File: src/rtl/bus_sequencer_pkg.sv
// -----------------------------------------------------------------------------
// bus_sequencer_pkg
//  Shared definitions for the bus micro-op sequencer: opcode and state
//  encodings, strobe bit positions for en_reg/tri_reg, the command layout
//  and a helper that turns a 3-bit register index into a strobe bit.
// -----------------------------------------------------------------------------
package bus_sequencer_pkg;

  localparam int NREG  = 8;
  localparam int CMD_W = 8;
  localparam int EN_W  = 12;

  typedef enum logic [1:0] {
    OP_MV  = 2'b00,
    OP_LDI = 2'b01,
    OP_ADD = 2'b10,
    OP_XOR = 2'b11
  } op_e;

  // en_reg bit positions above the general registers
  localparam int EN_A = 11;
  localparam int EN_G = 10;
  localparam int EN_B = 9;
  localparam int EN_H = 8;

  // tri_reg bit positions above the general registers
  localparam int TRI_IMM = 8;
  localparam int TRI_H   = 9;
  localparam int TRI_G   = 10;
  localparam int TRI_PC  = 11;  // owned by cpu_fsm, never driven here

  typedef enum logic [1:0] {
    IDLE = 2'b00,
    S1   = 2'b01,
    S2   = 2'b10,
    S3   = 2'b11
  } state_e;

  typedef struct packed {
    op_e        op;
    logic [2:0] rx;
    logic [2:0] ry;
  } cmd_t;

  // One-hot strobe vector selecting general register idx (bits [7:0]).
  function automatic logic [EN_W-1:0] reg_bit(input logic [2:0] idx);
    logic [EN_W-1:0] v;
    v      = '0;
    v[idx] = 1'b1;
    return v;
  endfunction

endpackage

File: src/rtl/bus_sequencer_if.sv
// -----------------------------------------------------------------------------
// bus_sequencer_if
//  Requester handshake plus datapath strobe bundle of the bus sequencer.
//  master : requesters/datapath side (drives req, cmd0, cmd1)
//  slave  : sequencer side (drives gnt, done, busy, en_reg, tri_reg)
//  Signals:
//   req[1:0]      level request per requester, held until its gnt
//   cmd0/cmd1     {op[1:0], rx[2:0], ry[2:0]} per requester
//   gnt[1:0]      one-cycle pulse when that requester's command is latched
//   done[1:0]     one-cycle pulse in the last micro-op cycle of that command
//   busy          sequencer not in IDLE
//   en_reg        latch enables, tri_reg bus driver enables
// -----------------------------------------------------------------------------
interface bus_sequencer_if;
  import bus_sequencer_pkg::*;

  logic [1:0]       req;
  logic [CMD_W-1:0] cmd0;
  logic [CMD_W-1:0] cmd1;
  logic [1:0]       gnt;
  logic [1:0]       done;
  logic             busy;
  logic [EN_W-1:0]  en_reg;
  logic [EN_W-1:0]  tri_reg;

  modport master (
    output req, cmd0, cmd1,
    input  gnt, done, busy, en_reg, tri_reg
  );

  modport slave (
    input  req, cmd0, cmd1,
    output gnt, done, busy, en_reg, tri_reg
  );

endinterface

File: src/rtl/bus_sequencer_rr_arbiter2.sv
// -----------------------------------------------------------------------------
// rr_arbiter2
//  Two-way round-robin arbiter. A lone request always wins; on a tie the
//  requester that was not granted last wins. The last-grant pointer moves
//  only when advance_i is high and some request is present.
//  Ports:
//   clk        clock
//   rst        synchronous active-low reset (requester 0 wins the next tie)
//   req_i[1:0] requests
//   advance_i  a grant is being taken this cycle
//   gnt_o[1:0] one-hot (or zero) grant, combinational from req_i
// -----------------------------------------------------------------------------
module rr_arbiter2 (
  input  logic       clk,
  input  logic       rst,
  input  logic [1:0] req_i,
  input  logic       advance_i,
  output logic [1:0] gnt_o
);

  // 1: requester 1 was granted last, so requester 0 wins a tie.
  logic last_q;

  always_comb begin
    gnt_o = 2'b00;
    case (req_i)
      2'b01:   gnt_o = 2'b01;
      2'b10:   gnt_o = 2'b10;
      2'b11:   gnt_o = last_q ? 2'b01 : 2'b10;
      default: gnt_o = 2'b00;
    endcase
  end

  always_ff @(posedge clk) begin
    if (!rst) begin
      last_q <= 1'b1;
    end else if (advance_i && (req_i != 2'b00)) begin
      last_q <= gnt_o[1];
    end
  end

endmodule

File: src/rtl/bus_sequencer.sv
// -----------------------------------------------------------------------------
// bus_sequencer
//  Arbitrates macro commands from two requesters and sequences them into
//  per-cycle latch-enable (en_reg) and bus-driver (tri_reg) strobes for the
//  shared 16-bit datapath. At most one bus driver is enabled per cycle.
//  Ports:
//   clk   clock, all state on the rising edge
//   rst   synchronous active-low reset; aborts any command in flight
//   bus   bus_sequencer_if.slave (req/cmd in, gnt/done/busy/strobes out)
//  Sequencing (after the IDLE grant cycle):
//   MV/LDI : S1 (write Rx, done)
//   ADD    : S1 Rx->A, S2 Ry->G(=A+bus), S3 G->Rx done
//   XOR    : S1 Rx->B, S2 Ry->H(=B^bus), S3 H->Rx done
// -----------------------------------------------------------------------------
module bus_sequencer
  import bus_sequencer_pkg::*;
(
  input  logic            clk,
  input  logic            rst,
  bus_sequencer_if.slave  bus
);

  state_e     state_q;
  cmd_t       cmd_q;
  logic       owner_q;

  logic [1:0] arb_gnt;
  logic       take_grant;
  cmd_t       cmd_d;

  assign take_grant = (state_q == IDLE);

  rr_arbiter2 u_arb (
    .clk       (clk),
    .rst       (rst),
    .req_i     (bus.req),
    .advance_i (take_grant),
    .gnt_o     (arb_gnt)
  );

  // Command of the winning requester, latched on the grant cycle.
  assign cmd_d = arb_gnt[1] ? cmd_t'(bus.cmd1) : cmd_t'(bus.cmd0);

  // The grant is the only output that looks at inputs directly; it is masked
  // while reset is asserted so no requester sees a grant that gets discarded.
  assign bus.gnt  = (take_grant && rst) ? arb_gnt : 2'b00;
  assign bus.busy = (state_q != IDLE);

  always_ff @(posedge clk) begin
    if (!rst) begin
      state_q <= IDLE;
      cmd_q   <= '0;
      owner_q <= 1'b0;
    end else begin
      case (state_q)
        IDLE: begin
          if (bus.req != 2'b00) begin
            cmd_q   <= cmd_d;
            owner_q <= arb_gnt[1];
            state_q <= S1;
          end
        end
        S1: begin
          if ((cmd_q.op == OP_ADD) || (cmd_q.op == OP_XOR)) begin
            state_q <= S2;
          end else begin
            state_q <= IDLE;
          end
        end
        S2:      state_q <= S3;
        S3:      state_q <= IDLE;
        default: state_q <= IDLE;
      endcase
    end
  end

  // Moore strobe decode: depends only on state and the latched command.
  logic [EN_W-1:0] en_d;
  logic [EN_W-1:0] tri_d;
  logic            fin_d;

  always_comb begin
    en_d  = '0;
    tri_d = '0;
    fin_d = 1'b0;
    case (state_q)
      S1: begin
        case (cmd_q.op)
          OP_MV: begin
            tri_d = reg_bit(cmd_q.ry);
            en_d  = reg_bit(cmd_q.rx);
            fin_d = 1'b1;
          end
          OP_LDI: begin
            tri_d[TRI_IMM] = 1'b1;
            en_d           = reg_bit(cmd_q.rx);
            fin_d          = 1'b1;
          end
          OP_ADD: begin
            tri_d      = reg_bit(cmd_q.rx);
            en_d[EN_A] = 1'b1;
          end
          OP_XOR: begin
            tri_d      = reg_bit(cmd_q.rx);
            en_d[EN_B] = 1'b1;
          end
          default: ;
        endcase
      end
      S2: begin
        tri_d = reg_bit(cmd_q.ry);
        if (cmd_q.op == OP_ADD) begin
          en_d[EN_G] = 1'b1;
        end else begin
          en_d[EN_H] = 1'b1;
        end
      end
      S3: begin
        if (cmd_q.op == OP_ADD) begin
          tri_d[TRI_G] = 1'b1;
        end else begin
          tri_d[TRI_H] = 1'b1;
        end
        en_d  = reg_bit(cmd_q.rx);
        fin_d = 1'b1;
      end
      default: ;
    endcase
  end

  assign bus.en_reg  = en_d;
  assign bus.tri_reg = tri_d;
  assign bus.done    = fin_d ? (owner_q ? 2'b10 : 2'b01) : 2'b00;

endmodule

File: src/flat_wrapper.sv
// flat-port wrapper written by rule: the top's interface ports become plain ports
module bus_sequencer_flat import bus_sequencer_pkg::*;
  (clk, rst, bus_req, bus_cmd0, bus_cmd1, bus_gnt, bus_done, bus_busy, bus_en_reg, bus_tri_reg);
  bus_sequencer_if bus_i ();
  input  logic clk;
  input  logic rst;
  input wire logic [$bits(bus_i.req)-1:0] bus_req;
  input wire logic [$bits(bus_i.cmd0)-1:0] bus_cmd0;
  input wire logic [$bits(bus_i.cmd1)-1:0] bus_cmd1;
  output wire logic [$bits(bus_i.gnt)-1:0] bus_gnt;
  output wire logic [$bits(bus_i.done)-1:0] bus_done;
  output wire logic [$bits(bus_i.busy)-1:0] bus_busy;
  output wire logic [$bits(bus_i.en_reg)-1:0] bus_en_reg;
  output wire logic [$bits(bus_i.tri_reg)-1:0] bus_tri_reg;
  assign bus_i.req = bus_req;
  assign bus_i.cmd0 = bus_cmd0;
  assign bus_i.cmd1 = bus_cmd1;
  assign bus_gnt = bus_i.gnt;
  assign bus_done = bus_i.done;
  assign bus_busy = bus_i.busy;
  assign bus_en_reg = bus_i.en_reg;
  assign bus_tri_reg = bus_i.tri_reg;
  bus_sequencer u_core (.clk(clk), .rst(rst), .bus(bus_i));
endmodule
File: config.mk
export PLATFORM = sky130hd
export DESIGN_NAME = bus_sequencer_flat
export DESIGN_NICKNAME = d
export VERILOG_FILES = /design/src/rtl/bus_sequencer_pkg.sv /design/src/rtl/bus_sequencer_if.sv /design/src/rtl/bus_sequencer_rr_arbiter2.sv /design/src/rtl/bus_sequencer.sv /design/src/flat_wrapper.sv
export SDC_FILE = /design/constraint.sdc
export NUM_CORES = 1
export LEC_CHECK = 0
export CORE_MARGIN = 2
export CORE_UTILIZATION = 40
export DETAILED_ROUTE_END_ITERATION = 6
export DONT_BUFFER_PORTS = 1
export PLACE_DENSITY = 0.61
export SLEW_MARGIN = 10
export SYNTH_ARGS = -nofsm -noshare
export SYNTH_HDL_FRONTEND = slang
export SYNTH_SLANG_ARGS = --single-unit
File: constraint.sdc
create_clock -name clk -period 1.9 [get_ports clk]
set_input_delay 0.19 -clock clk [delete_from_list [all_inputs] [get_ports clk]]
set_output_delay 0.19 -clock clk [all_outputs]
set_load 0.005 [all_outputs]
==> results of run 1 <==
registers in the layout, indices dropped and copies added, names as in the netlist, named ones only:
name and count:
u_core.cmd_q 8, u_core.owner_q 1, u_core.u_arb.last_q 1, u_core.state_q 1
logic make-up (layout without fill, tap and decap cells):
group           after synthesis  count (layout)  share of synthesized area
buf+inv                       9               8                    0.05787
compound gates               40              40                     0.2826
fa+ha+maj                     5               5                    0.06729
simple gates                 55              55                     0.3298
flops                        12              12                     0.2584
other cells                   1               1                   0.004034
repair_timing:
action	CTS	global route
endpoints found under the setup margin	6	11
hold buffers	0	0
gates resized for setup	7	7
pin swaps	0	1
layer usage:
metal  part of all wire  wire length, µm  up-vias
li1                   -                -      447
met4             0.0076               18        0
met3              0.095              225        2
met2               0.46             1087       60
met1               0.44             1043      414
met5                  0                0        -
final cells by class:
class | instances | area [µm²]
fillers | 219 | 1192
multi-input cells | 101 | 685.7
flip-flops and latches | 12 | 244.0
clock buffers | 4 | 36.28
well taps | 28 | 35.03
inverters | 3 | 11.26
repair buffers | 1 | 7.507
layout by cell type (no fill, tap or decap), drive strengths merged:
cell	netlist	routed
nor2b	6	6
and2	4	4
a21boi	1	1
nand4	1	1
conb	1	1
inv	3	3
and4	3	3
o22ai	6	6
a21oi	13	13
nor3	2	2
nor2	13	13
o21bai	2	2
nand2b	3	3
nor3b	1	1
ha	5	5
nand4b	1	1
o32ai	2	2
a32oi	1	1
nand3	9	9
dfxtp	12	12
o21ai	3	3
nand2	7	7
or3b	2	2
o211ai	2	2
o21a	1	1
o211a	1	1
and3	1	1
nand3b	2	2
o31ai	8	8
buf	4	1
clkbuf	2	4
worst max-delay path by stage:
stage                      start              to
2_1_floorplan  u_core.state_q[0]  bus_tri_reg[2]
3_3_place_gp   u_core.state_q[0]  bus_tri_reg[2]
3_5_place_dp   u_core.state_q[0]  bus_tri_reg[2]
4_1_cts                     flop  bus_tri_reg[0]
5_1_grt                     flop  bus_tri_reg[1]
6_report                    flop  bus_tri_reg[1]
stage by stage:
step	setup WS [ns]	area [µm²]
finish	0.05456	1020
global route	-0.04061	1020
CTS	-0.007863	996.0
detailed placement	0.1527	929.6
global placement	0.2077	929.6
floorplan	0.2732	929.6
worst reg2reg max path, delay by kind of cell (launching register included):
family | cells | cell delay (ns)
buffers and inverters | 1 | 0.14
AOI/OAI and AO/OA | 1 | 0.17
adders and majority gates | 1 | 0.21
DFF | 1 | 0.37
and+or+nand+nor | 2 | 0.61
power groups by stage:
stage | combinational (mW) | sequential [mW] | clock [mW]
after detailed placement | 0.154 | 0.313 | 0
after global placement | 0.151 | 0.312 | 0
after floorplan | 0.142 | 0.304 | 0
after CTS | 0.165 | 0.309 | 0.212
after global routing | 0.193 | 0.317 | 0.223
final | 0.173 | 0.311 | 0.205
==> impl_metrics.json, run 1 <==
{
  "yosys.area.top_type": "dfxtp_1",
  "nNetsFinal": 147,
  "grt_usage": 0.1741,
  "p_sw_frac": 0.3215,
  "ff2ff_path_depth": 5,
  "clkPwrFrac": 0.298,
  "rrSetupSlack_ns": 0.31,
  "grt_max_degree": 20,
  "clkLatencyLatePin_ns": 0.27,
  "crit_type": "flop to output port",
  "setup_viol": 0,
  "stdcell_count": 149,
  "path_cells": "inv_2 -> ha_2 -> nor3b_2 -> o21bai_1 -> o22ai_1",
  "pwr-share-seq": 0.452,
  "r2r-start": "u_core.state_q[0]",
  "relSlewSlack": 0.6109,
  "die_x_um": 52.21,
  "start_util": 0.4202,
  "total_power_mw": 0.6894,
  "clock-sinks": 12,
  "fin_crit_ns": 1.845,
  "dr.first_iter.drc_count": 38,
  "fin_skew_ns": 0.002469,
  "layout-drive-gt1-share": 0.1736,
  "grt_util_met3": 0.03714,
  "crit_buf_inv": 1,
  "grt_pass1_vias": 764,
  "startpoint_type": "flop",
  "area_delta_synth_final_pct": 9.691,
  "cap_violations": 0,
  "use_met1": 0.2347,
  "holdPathStages": 1,
  "async_flop_share": 0,
  "viasPerCell": 6.195,
  "ys.flop_type": "dfxtp_1",
  "synth.distinct_cells": 36,
  "ys_ff_latch": 12,
  "drc": 0,
  "status": "finished clean",
  "ctsLongestPathBuffers": 2,
  "crit_slowest_cell": "dfxtp_1",
  "grt-busiest-layer": "met2",
  "hp-start": "rst",
  "fmax_mhz": 541.9,
  "syn_inst": 122,
  "finalSetupTns_ns": 0,
  "cts_buffers": 3,
  "syn-num-nets": 147,
  "htree_levels": 1,
  "grt_pass1_wl_mm": 3.498,
  "place_inst": 145,
  "grtUsageMet2": 0.2658,
  "critPathMaxFanout": 7,
  "p_switching_mw": 0.2216,
  "worst_pin_slew_ns": 0.5798,
  "coreArea_um2": 2212,
  "critical_path_arrival_ns": 1.66,
  "clk_pin_slew_ns": 0.08,
  "yosysTopAreaCellShare": 0.2584,
  "finalCritPeriodShare": 0.9713,
  "p_comb_frac": 0.251,
  "yosysWarningCount": 0,
  "finalHoldWorstSlack_ns": 0.01389,
  "worst-path-stages": 5,
  "rows": 17,
  "antennaDiodeCount": 0,
  "synth_common_cells": "a21oi_1, nor2_1, dfxtp_1",
  "dieArea_um2": 2726,
  "drv_slew": 0,
  "antenna_found_initial": 0,
  "peakVddDrop_mv": 0.3121,
  "ant_nets": 0,
  "power_leakage_nw": 0.3612,
  "cts_tree": "built",
  "p_int_mw": 0.4678,
  "hold_viol": 0,
  "synth-edff-count": 0,
  "power_density_nw_per_um2": 676.1,
  "synthTopCellsByArea": "dfxtp_1, a21oi_1, ha_1",
  "gp_congestion": 0.7862,
  "rsz0062_at_grt": "true",
  "cts_setup_buffers": 0,
  "wl_per_cell_um": 15.93,
  "gr-total-overflow": 0,
  "drt_wl_total_mm": 2.374,
  "dr.pass1.iters": 4,
  "cpPeakStageDelay_ns": 0.38,
  "place_hpwl_mm": 1.735,
  "ios": 49,
  "synth-seq-area-share": 0.2584,
  "io_buffer_count": 0,
  "dr_total_vias": 923,
  "min_to": "u_core.u_arb.last_q",
  "utilization": 0.4610,
  "hp-class": "primary input to flop",
  "path_delay_family": "compound AO/OA/AOI/OAI gates",
  "cts-root-buf": "clkbuf_4",
  "fp.dieH_um": 52.21,
  "cp-end-kind": "output port",
  "required_ns": 1.71,
  "synth.avg_cell_area_um2": 7.620,
  "syn_area_um2": 929.6
}
Power figures use the tool's default switching activity.
==> run 2: changes to the inputs <==
--- a/config.mk
+++ b/config.mk
@@ -5,11 +5,12 @@
 export SDC_FILE = /design/constraint.sdc
 export NUM_CORES = 1
 export LEC_CHECK = 0
-export CORE_MARGIN = 2
+export ABC_AREA = 1
+export CORE_ASPECT_RATIO = 0.5
+export CORE_MARGIN = 8
 export CORE_UTILIZATION = 40
 export DETAILED_ROUTE_END_ITERATION = 6
-export DONT_BUFFER_PORTS = 1
-export PLACE_DENSITY = 0.61
+export PLACE_DENSITY = 0.84
 export SLEW_MARGIN = 10
 export SYNTH_ARGS = -nofsm -noshare
 export SYNTH_HDL_FRONTEND = slang
==> run 2 against run 1 <==
  * Clock skew hardly changed
  * Non-clock buffer count rose by 61
  * Die area is 76% higher
  * Cell count is 91% higher
  * Utilization grew 22 points
  * Routed wire length grew 46%
  * Setup slack improved by 0.0081 ns
  * First-iteration DRC count grew 110%
  * Critical path depth increased by 3
  * Register-to-register slack improved by 0.26 ns
  * Synthesized cell count rose by 55%
  * Hold slack gained 0.47 ns
  * Critical path type unchanged
==> impl_metrics.json, run 2 <==
{
  "p_comb_frac": 0.489,
  "yosysTopAreaCellShare": 0.2182,
  "grt_pass1_wl_mm": 5.878,
  "synth_common_cells": "inv_1, nand2_1, nand3_1",
  "power_density_nw_per_um2": 669.9,
  "cts_buffers": 3,
  "synth_top_family_by_area": "simple AND/OR/NAND/NOR gates",
  "crit_top_cell": "inv_2",
  "power_leakage_nw": 0.9801,
  "synth-edff-count": 0,
  "drv_slew": 0,
  "nNetsFinal": 275,
  "synth.avg_cell_area_um2": 5.826,
  "ios": 49,
  "required_ns": 1.71,
  "hp-class": "primary input to flop",
  "clkPwrFrac": 0.190,
  "layout-drive-gt1-share": 0.1895,
  "path_cells": "inv_2 -> ha_4 -> nand2_2 -> inv_2 -> buf_4 -> nand4_1 -> a21oi_1 -> dlygate4sd2_1",
  "synth_xor_area_frac": 0,
  "grt_max_degree": 19,
  "p_switching_mw": 0.4828,
  "area_delta_synth_final_pct": 60.57,
  "async_flop_share": 0,
  "synth_compound_area_frac": 0.1409,
  "clock-sinks": 12,
  "io_buffer_count": 47,
  "r2r_end": "u_core.cmd_q[0]",
  "rrSetupSlack_ns": 0.57,
  "grt_usage": 0.1465,
  "status": "finished clean",
  "synthMuxAreaShare": 0,
  "rows": 13,
  "startpoint_type": "flop",
  "syn-num-nets": 214,
  "cap_violations": 0,
  "syn_area_um2": 1101,
  "dr.first_iter.drc_count": 81,
  "drc": 0,
  "fmax_mhz": 544.3,
  "clkLatencyLatePin_ns": 0.23,
  "synth-seq-area-share": 0.2182,
  "pwr-share-seq": 0.321,
  "fin_crit_ns": 1.837,
  "viasPerCell": 4.849,
  "die_x_um": 90.20,
  "place_hpwl_mm": 2.757,
  "drt_wl_total_mm": 3.466,
  "finalHoldWorstSlack_ns": 0.4852,
  "peakVddDrop_mv": 0.3402,
  "crit_type": "flop to output port",
  "cts-root-buf": "clkbuf_8",
  "htree_levels": 1,
  "fp.dieH_um": 53.10,
  "p_int_mw": 0.7016,
  "grt_pass1_vias": 1321,
  "cts_hold_buf": 0,
  "finalSetupTns_ns": 0,
  "dr.pass1.iters": 4,
  "coreArea_um2": 2603,
  "stdcell_count": 285,
  "yosysWarningCount": 0,
  "place_inst": 278,
  "critPathMaxFanout": 5,
  "dr_total_vias": 1382,
  "syn_inst": 189,
  "setup_viol": 0,
  "antennaDiodeCount": 0,
  "total_power_mw": 1.184,
  "start_util": 0.4231,
  "yosys.area_share.simple": 0.3966,
  "gp_congestion": 0.8268,
  "ys.flop_type": "dfxtp_1",
  "hp-start": "bus_req[1]",
  "ctsLongestPathBuffers": 2,
  "synthAdderAreaFrac": 0.05682,
  "min_to": "u_core.owner_q",
  "cts_tree": "built",
  "layout_commonest_cell": "inv_1",
  "critical_path_arrival_ns": 1.65,
  "fin_skew_ns": 0.002489,
  "finalCritPeriodShare": 0.9670,
  "holdPathStages": 5,
  "ff2ff_path_depth": 7,
  "wl_per_cell_um": 12.16,
  "antenna_found_initial": 0,
  "yosys.area.top_type": "dfxtp_1",
  "synthMostInstantiatedCell": "inv_1",
  "hold_viol": 0,
  "top_register": "u_core.cmd_q",
  "largest_reg_flops": 8,
  "crit_slowest_cell": "dfxtp_2",
  "cp-end-kind": "output port",
  "synthTopCellsByArea": "dfxtp_1, inv_1, nand2_1",
  "p_sw_frac": 0.4076,
  "layout_common_cells": "inv_1, nand2_1, clkdlybuf4s50_1, nand3_1, nor2_1",
  "synth.distinct_cells": 25,
  "ys_ff_latch": 12,
  "clk_pin_slew_ns": 0.05,
  "dieArea_um2": 4789,
  "cpPeakStageDelay_ns": 0.34,
  "gr-total-overflow": 0,
  "ant_nets": 0
}
[run 2: cell count changes in the layout (fill, tap and decap cells not counted), sizes merged, moves of 12 or more]
cell / before / now
clkdlybuf4s50: 0 / 27
dlygate4sd2: 0 / 12
nand3: 9 / 22
inv: 3 / 43
nand2: 7 / 36
buf: 1 / 15
[run 2: timing repair]
action | CTS | global route
resized for setup | 28 | 19
endpoints found under the setup margin | 19 | 12
setup buffers | 4 | 0
[run 2: final cells by class]
class | count | area (µm²)
Fill cell | 230 | 834.6
Multi-Input combinational cell | 127 | 699.4
Timing Repair Buffer | 62 | 565.5
Sequential cell | 12 | 249.0
Inverter | 44 | 166.4
Tap cell | 37 | 46.29
Clock buffer | 3 | 41.29
[run 2: logic make-up (layout without fill, tap and decap cells)]
logic type	after synthesis	count (layout)
AOI/OAI and AO/OA	29	29
adders and majority gates	5	5
buffers and inverters	50	109
DFF	12	12
other	1	1
and+or+nand+nor	92	92
[run 2: worst max-delay path by stage]
stage | to | start | slack [ns]
finish | bus_tri_reg[1] | flop | 0.06
global route | bus_tri_reg[3] | flop | -0.01
CTS | bus_tri_reg[6] | flop | -0.02
detailed placement | bus_en_reg[3] | flop | -0.07
global placement | bus_en_reg[2] | flop | 0.04
floorplan | u_core.u_arb.last_q | u_core.state_q[0] | 0.55
[run 2: worst max-delay path, delay by kind of cell, from the launching register on]
family | cells | cell delay, ns
adder cells (fa/ha/maj) | 1 | 0.15
AO/OA/AOI/OAI | 1 | 0.19
flip-flops | 1 | 0.34
buffers and inverters | 4 | 0.59
AND/OR/NAND/NOR | 2 | 0.14
[run 2: per-stage QoR]
step | instance area [µm²] | utilization | worst slack (ns)
floorplan | 1101 | - | 0.5477
global placement | 1663 | 0.6389 | 0.03547
detailed placement | 1663 | 0.6389 | -0.06817
CTS | 1739 | 0.6683 | -0.02043
global route | 1768 | 0.6793 | -0.01314
finish | 1768 | 0.6793 | 0.06270
[run 2: per-layer routing]
| metal | vias up | routed length, µm | track usage |
|---|---|---|---|
| li1 | 715 | - | - |
| met1 | 607 | 1456 | 0.1689 |
| met2 | 51 | 1713 | 0.2809 |
| met3 | 9 | 267 | 0.02535 |
| met4 | 0 | 28 | 0.04087 |
| met5 | - | 0 | 0 |
[run 2: power groups by stage]
stage	Combinational (mW)	Sequential, mW	Clock, mW
4_1_cts	0.566	0.371	0.227
6_report	0.579	0.380	0.225
3_3_place_gp	0.534	0.363	0
5_1_grt	0.647	0.387	0.237
3_5_place_dp	0.545	0.369	0
2_1_floorplan	0.342	0.334	0
==> run 3: changes to the inputs <==
--- a/config.mk
+++ b/config.mk
@@ -11,6 +11,7 @@
 export CORE_UTILIZATION = 40
 export DETAILED_ROUTE_END_ITERATION = 6
 export PLACE_DENSITY = 0.84
+export REMOVE_ABC_BUFFERS = 1
 export SLEW_MARGIN = 10
 export SYNTH_ARGS = -nofsm -noshare
 export SYNTH_HDL_FRONTEND = slang
==> run 3 against run 2 <==
  * Sequential cell count is the same
  * Clock skew decreased by 0.0012 ns
  * Highest routed layer unchanged
  * Non-clock buffer count up 1
  * Register-to-register slack worse by 0.08 ns
  * Maximum frequency rose by 1.4%
  * Via count up 4.1%
  * Largest cell class unchanged
  * Hold slack improved by 0.020 ns
  * Utilization increased by 0.62 points
  * Critical path type unchanged
  * Sequential share of layout area decreased by 0.20 points
  * Sequential power about the same
  * Die area did not move
  * Setup slack improved by 0.025 ns
==> impl_metrics.json, run 3 (same netlist as run 2, synthesis figures left out) <==
{
  "status": "finished clean",
  "cts_buffers": 3,
  "place_area_um2": 1670,
  "path_cells": "inv_2 -> buf_4 -> ha_2 -> nand3_1 -> inv_1 -> clkdlybuf4s50_1",
  "ctsLongestPathBuffers": 2,
  "dieArea_um2": 4789,
  "holdPathStages": 5,
  "ff2ff_path_depth": 7,
  "layout_common_cells": "inv_1, nand2_1, clkdlybuf4s50_1, nand3_1, nor2_1",
  "grt_usage": 0.1540,
  "total_power_mw": 1.267,
  "clkLatencyLatePin_ns": 0.24,
  "dp_slack_ns": -0.08026,
  "layout-drive-gt1-share": 0.2080,
  "wl_per_cell_um": 12.93,
  "rrSetupSlack_ns": 0.49,
  "peakVddDrop_mv": 0.4382,
  "htree_levels": 1,
  "required_ns": 1.71,
  "area_delta_synth_final_pct": 62.05,
  "min_to": "u_core.owner_q",
  "rows": 13,
  "antennaDiodeCount": 0,
  "setup_viol": 0,
  "drv_slew": 0,
  "multi_input_area_um2": 709.4,
  "cap_violations": 0,
  "antenna_found_initial": 0,
  "gp_congestion": 0.8933,
  "fp.dieH_um": 53.10,
  "cp-end-kind": "output port",
  "critPathMaxFanout": 4,
  "grt_max_degree": 19,
  "drc": 0,
  "start_util": 0.4231,
  "critical_path_arrival_ns": 1.62,
  "hp-start": "bus_req[1]",
  "finalHoldWorstSlack_ns": 0.5049,
  "startpoint_type": "flop",
  "stdcell_count": 287,
  "rsz0062_at_grt": "false",
  "clk_pin_slew_ns": 0.05,
  "cpPeakStageDelay_ns": 0.50,
  "layout.area.seq_um2": 247.7,
  "grt_pass1_wl_mm": 6.065,
  "cts_tree": "built",
  "dr_total_vias": 1439,
  "ant_nets": 0,
  "crit_type": "flop to output port",
  "power_leakage_nw": 0.9753,
  "finalCritPeriodShare": 0.9538,
  "finalSetupTns_ns": 0,
  "largest_reg_flops": 8,
  "grt_pass1_vias": 1372,
  "fin_crit_ns": 1.812,
  "setup_slack_ns": 0.08775,
  "utilization": 0.6856,
  "ios": 49,
  "nFillCells": 233,
  "place_inst": 279,
  "top_register": "u_core.cmd_q",
  "clock-sinks": 12,
  "r2r_end": "u_core.cmd_q[7]",
  "cts-root-buf": "clkbuf_8",
  "hold_viol": 0,
  "gr-total-overflow": 0,
  "viasPerCell": 5.014,
  "place_hpwl_mm": 2.839,
  "coreArea_um2": 2603,
  "io_buffer_count": 47,
  "fmax_mhz": 551.8,
  "dr.pass1.iters": 4,
  "die_x_um": 90.20,
  "drt_wl_total_mm": 3.711,
  "final_cell_area_um2": 1784,
  "dr.first_iter.drc_count": 95,
  "crit_slowest_cell": "clkdlybuf4s50_1",
  "hp-class": "primary input to flop",
  "layout_commonest_cell": "inv_1",
  "fin_skew_ns": 0.001300,
  "nNetsFinal": 276,
  "cts_hold_buf": 0,
  "power_density_nw_per_um2": 710.2
}
-- run 3: cell types whose count changed in the layout (fill, tap and decap cells not counted), moves of 3 or more --
cell             delta
nor4_1              +3
a21oi_1             -3
nor4_2              -3
a21oi_2             +3
clkdlybuf4s50_1     -3
buf_2               +3
-- run 3: layout make-up --
class / count / area share
Multi-Input combinational cell: 127 / 0.3976
Sequential cell: 12 / 0.1389
Tap cell: 37 / 0.02595
Timing Repair Buffer: 63 / 0.3114
Inverter: 44 / 0.09537
Clock buffer: 4 / 0.03086
-- run 3: repair_timing --
item	in CTS	in global routing
pin swaps	1	3
buffers inserted	4	0
setup endpoints to repair	19	12
gates resized for setup	40	24
-- run 3: per-layer routing --
metal,GRT usage,vias to the layer above,part of all wire
li1,-,722,-
met1,0.1739,653,0.43
met2,0.2772,56,0.50
met3,0.03099,8,0.050
met4,0.08719,0,0.027
met5,0,-,0
-- run 3: worst max path at each step --
stage | cells past startpoint | slack, ns | end
floorplan | 6 | 0.56 | bus_en_reg[0]
global placement | 8 | 0.06 | bus_tri_reg[5]
detailed placement | 7 | -0.08 | bus_en_reg[0]
CTS | 10 | -0.03 | bus_tri_reg[1]
global route | 5 | 0.007 | bus_en_reg[10]
finish | 6 | 0.09 | bus_gnt[1]
-- run 3: critical path, delay by kind of cell, from the launching register on --
family,cells,cell delay (ns)
adders and majority gates,1,0.20
buffers and inverters,4,0.74
DFF,1,0.35
and+or+nand+nor,1,0.08
-- run 3: where the power goes --
part           internal, mW  leakage [nW]  switching [mW]  total (mW)
registers             0.303         0.101          0.0754       0.378
clock network         0.183        0.0288          0.0923       0.275
logic                 0.266         0.845           0.347       0.613
